--- config.mk ---
export PLATFORM = sky130hd
export DESIGN_NAME = debounce_fsm
export DESIGN_NICKNAME = d
export VERILOG_FILES = /design/src/rtl/debounce_pkg.sv /design/src/rtl/level_sync.sv /design/src/rtl/debounce_fsm.sv
export SDC_FILE = /design/constraint.sdc
export NUM_CORES = 1
export LEC_CHECK = 0
export BUFFER_PORTS_ARGS = -buffer_cell sky130_fd_sc_hd__buf_2
export CAP_MARGIN = 10
export CORE_AREA = 4 4 41 43
export DETAILED_ROUTE_END_ITERATION = 10
export DIE_AREA = 0 0 45 47
export GPL_TIMING_DRIVEN = 0
export HOLD_SLACK_MARGIN = 0.08
export SLEW_MARGIN = 15
export SYNTH_ARGS = -nofsm -noshare
export SYNTH_HDL_FRONTEND = slang
export SYNTH_HIERARCHICAL = 1
export SYNTH_SLANG_ARGS = --single-unit
--- constraint.sdc ---
create_clock -name clk -period 2 [get_ports clk]
set_clock_uncertainty 0.2 [all_clocks]
set_input_delay 0.4 -clock clk [delete_from_list [all_inputs] [get_ports clk]]
set_output_delay 0.4 -clock clk [all_outputs]
set_load 0.02 [all_outputs]
--- src/rtl/debounce_pkg.sv ---
// Shared types and defaults for the input debouncer.
// State codes are chosen so bit 1 equals the debounced level.
package debounce_pkg;

  typedef enum logic [1:0] {
    IDLE_LO = 2'b00,
    WAIT_HI = 2'b01,
    IDLE_HI = 2'b11,
    WAIT_LO = 2'b10
  } state_t;

  localparam int DEF_SYNC_STAGES   = 2;
  localparam int DEF_STABLE_CYCLES = 4;

endpackage

--- src/rtl/level_sync.sv ---
// Plain flop chain that brings an asynchronous level into the clk domain.
// STAGES clocks of latency; no logic between stages.
module level_sync #(
  parameter int STAGES = 2
) (
  input  logic clk,
  input  logic reset,
  input  logic d,
  output logic q
);

  logic [STAGES-1:0] sync;

  always_ff @(posedge clk) begin
    if (reset) begin
      sync <= '0;
    end else begin
      sync <= {sync[STAGES-2:0], d};
    end
  end

  assign q = sync[STAGES-1];

endmodule

--- src/rtl/debounce_fsm.sv ---
// Debounces a raw input: synchronizer, then a 4-state FSM that needs STABLE_CYCLES
// matching samples before moving level; an interrupted qualification pulses bounce.
module debounce_fsm
  import debounce_pkg::*;
#(
  parameter int SYNC_STAGES   = DEF_SYNC_STAGES,
  parameter int STABLE_CYCLES = DEF_STABLE_CYCLES
) (
  input  logic clk,
  input  logic reset,
  input  logic noisy_in,
  output logic level,
  output logic busy,
  output logic bounce
);

  localparam int CNT_W = $clog2(STABLE_CYCLES + 1);
  localparam logic [CNT_W-1:0] CNT_LAST = CNT_W'(STABLE_CYCLES - 1);
  localparam logic [CNT_W-1:0] CNT_ONE  = CNT_W'(1);

  logic             s;
  state_t           state;
  state_t           state_nxt;
  logic [CNT_W-1:0] cnt;
  logic [CNT_W-1:0] cnt_nxt;
  logic             level_nxt;
  logic             bounce_nxt;

  level_sync #(
    .STAGES(SYNC_STAGES)
  ) u_sync (
    .clk  (clk),
    .reset(reset),
    .d    (noisy_in),
    .q    (s)
  );

  always_ff @(posedge clk) begin
    if (reset) begin
      state  <= IDLE_LO;
      cnt    <= '0;
      level  <= 1'b0;
      bounce <= 1'b0;
    end else begin
      state  <= state_nxt;
      cnt    <= cnt_nxt;
      level  <= level_nxt;
      bounce <= bounce_nxt;
    end
  end

  // cnt counts matching samples already seen; the sample that hits CNT_LAST
  // completes the window, so the counter never reaches STABLE_CYCLES.
  always_comb begin
    state_nxt  = state;
    cnt_nxt    = '0;
    bounce_nxt = 1'b0;
    case (state)
      IDLE_LO: begin
        if (s) begin
          state_nxt = WAIT_HI;
          cnt_nxt   = CNT_ONE;
        end
      end
      WAIT_HI: begin
        if (!s) begin
          state_nxt  = IDLE_LO;
          bounce_nxt = 1'b1;
        end else if (cnt == CNT_LAST) begin
          state_nxt = IDLE_HI;
        end else begin
          cnt_nxt = cnt + CNT_ONE;
        end
      end
      IDLE_HI: begin
        if (!s) begin
          state_nxt = WAIT_LO;
          cnt_nxt   = CNT_ONE;
        end
      end
      WAIT_LO: begin
        if (s) begin
          state_nxt  = IDLE_HI;
          bounce_nxt = 1'b1;
        end else if (cnt == CNT_LAST) begin
          state_nxt = IDLE_LO;
        end else begin
          cnt_nxt = cnt + CNT_ONE;
        end
      end
      default: begin
        state_nxt = IDLE_LO;
      end
    endcase
    level_nxt = (state_nxt == IDLE_HI) || (state_nxt == WAIT_LO);
  end

  assign busy = (state == WAIT_HI) || (state == WAIT_LO);

endmodule

==> flow_metrics.py <==
metrics = {
    "logic_synthesis": {
        "synth_fp_nets": 48,
        "ys_seq_area_frac": 0.363,
        "yosys.area_share.simple": 0.173,
        "yosysWarnings": 6,
        "synth-seq-cells": 8,
        "synth_top_family_by_area": "compound AO/OA/AOI/OAI gates",
        "synthAdderAreaFrac": 0.142,
        "syn-cell-area_um2": 442,
        "netlist_instances": 40,
        "synth_compound_area_frac": 0.204,
        "muxShareOfSynthArea": 0.0680,
        "syn_avg_cell_area_um2": 11.0,
        "yosys.area_share.xor_xnor": 0,
        "synth_cell_types": 22,
    },
    "worst_hold_path": {
        "whs_endpoint": "u_sync/sync[0]",
        "hold_depth": 2,
        "hold_path.startpoint": "noisy_in",
        "hold_path_class": "primary input to register",
    },
    "finish": {
        "final_nets": 58,
        "num_antenna_cells": 0,
        "stdcell_area_um2": 508,
        "layout_commonest_cell": "dfxtp_1",
        "drive_gt1_frac": 0.292,
        "final-seq-area_um2": 160,
        "n_fill_cell": 145,
        "stdcell_count": 63,
        "layout_common_cells": "dfxtp_1, ha_1, buf_2",
        "area_growth_pct": 15.0,
        "multi_input_area_um2": 259,
    },
    "global_routing": {
        "overflow": 0,
        "grtUsageTotal": 0.0795,
        "grt_pass1_vias": 275,
        "grt_busiest_layer": "met2",
        "grt_pass1_wl_um": 1150,
        "use_met3": 0.0345,
        "use_met1": 0.0995,
        "grt_max_degree": 11,
        "antenna_found_initial": 0,
        "grtUsageMet2": 0.110,
    },
    "pwr": {
        "ir_worst_vdd_mv": 0.620,
        "finalPower_w": 0.000607,
        "leakagePower_nw": 0.202,
        "power.density_nw_per_um2": 1190,
    },
    "critical_path": {
        "path_class": "register to output port",
        "r2r_start": "state[1]",
        "crit_buf_inv": 2,
        "reg2reg_slack_ns": 0.36,
        "crit_arrival_ns": 1.24,
        "cp_slowest_cell": "dfxtp_1",
        "slowest_delay_ns": 0.43,
        "cp.required_ns": 1.40,
        "cp_max_fo": 5,
        "end_kind": "output port",
        "ff2ff_path_depth": 6,
        "critPathTopFamily": "flip-flops",
        "path_cells": "inv_1 > ha_1 > buf_2",
        "start_kind": "register",
        "r2r-end": "cnt[0]",
    },
    "die": {
        "die_h_um": 47,
        "die_x_um": 45,
        "initial_core_util": 0.339,
        "rows": 13,
        "die_area_um2": 2120,
        "num_io_pins": 6,
        "core_um2": 1300,
    },
    "sta": {
        "setup_viol": 0,
        "max_slew_margin": 0.829,
        "fin_tns_setup_ns": 0,
        "period_share": 0.922,
        "final.min_clock_period_ns": 1.84,
        "tightest_slew_ns": 0.249,
        "clock.fmax_mhz": 542,
        "drv_slew": 0,
        "rsz0062_at_grt": "no",
        "hold_viol": 0,
    },
    "placed_design": {
        "place_inst": 60,
        "postPlaceCellArea_um2": 485,
        "dp_hpwl_um": 532,
        "io_buffers": 5,
        "gp_congestion": 0.832,
    },
    "routing": {
        "wl_um": 686,
        "wl_per_cell_um": 10.9,
        "vias": 313,
        "initialDrtViolationCount": 0,
        "first_pass_iters": 1,
        "viasPerCell": 4.97,
        "final_antenna_net_count": 0,
        "drc": 0,
    },
    "clock_network": {
        "cts_resized": 0,
        "cts-root-buf": "clkbuf_4",
        "cts.sinks": 8,
        "cts_tree": "yes",
        "path_clk_slew_ns": 0.06,
        "cts_made_buffers": 3,
        "clk_path_buf_depth": 2,
        "h-tree-depth": 1,
        "cts-hold-fix-buffers": 0,
        "cts_setup_buffers": 0,
        "clk_latency_ns": 0.26,
    },
    "run": {
        "max_cap_viol_count": 0,
    },
    "outcome": {
        "status": "finished clean",
    },
}
==> power by group <==
part	internal [W]	switching, W
clock	0.0000688	0.0000571
sequential	0.000184	0.0000251
combinational	0.000115	0.000156
total	0.000369	0.000238
==> final cells by class <==
class / count / share of cell area
clock buffers: 3 / 0.0443
plain buffers: 1 / 0.0222
well taps: 15 / 0.0369
multi-input cells: 28 / 0.510
inverters: 3 / 0.0222
flip-flops and latches: 8 / 0.315
repair buffers: 5 / 0.0493
==> stage by stage <==
step	setup WS, ns	hold slack, ns	utilization
6_report	0.157	0.160	0.390
5_1_grt	0.0987	0.172	0.390
4_1_cts	0.151	0.157	0.390
3_5_place_dp	0.362	0.229	0.373
3_3_place_gp	0.360	0.217	0.373
2_1_floorplan	0.363	0.214	-
==> worst max-delay path by stage <==
stage | from | slack (ns) | end | cells after the start
after global placement | state[1] | 0.36 | cnt[0] | 6
after detailed placement | state[1] | 0.36 | cnt[0] | 6
final | state[1] | 0.16 | busy | 3
after CTS | state[1] | 0.15 | busy | 3
after global routing | state[1] | 0.1 | busy | 3
after floorplan | state[1] | 0.36 | cnt[0] | 6
==> sequential cells by signal, indices dropped and copies added, names as in the netlist <==
name,count
bounce,1
state,2
cnt,3
u_sync/sync,2
==> Yosys cell counts <==
cell type	n	area, um^2
a21o_1	1	7.51
a21oi_1	1	5.00
a221oi_2	1	15.0
a2bb2o_4	1	20.0
a311oi_2	1	15.0
a31oi_1	1	6.26
buf_6	1	11.3
dfxtp_1	8	160
ha_1	5	62.6
inv_1	3	11.3
mux2i_1	3	30.0
nand2_1	1	3.75
nand2b_1	1	6.26
nand2b_4	1	13.8
nor2_1	3	11.3
nor2b_1	2	12.5
nor2b_4	1	13.8
nor4_1	1	6.26
nor4b_1	1	8.76
o21a_1	1	7.51
o21ai_0	1	5.00
o32ai_1	1	8.76
==> layer usage <==
metal	part of all wire	vias to the layer above
met3	0.036	2
met4	0.020	0
met2	0.45	6
li1	-	160
met5	0	-
met1	0.49	145
==> cells by family after synthesis <==
family / count (synthesis)
and+or+nand+nor: 11
AOI/OAI and AO/OA: 9
muxes: 3
adders and majority gates: 5
DFF: 8
buffers and inverters: 4
No activity file was read; power rests on OpenSTA's default activity.
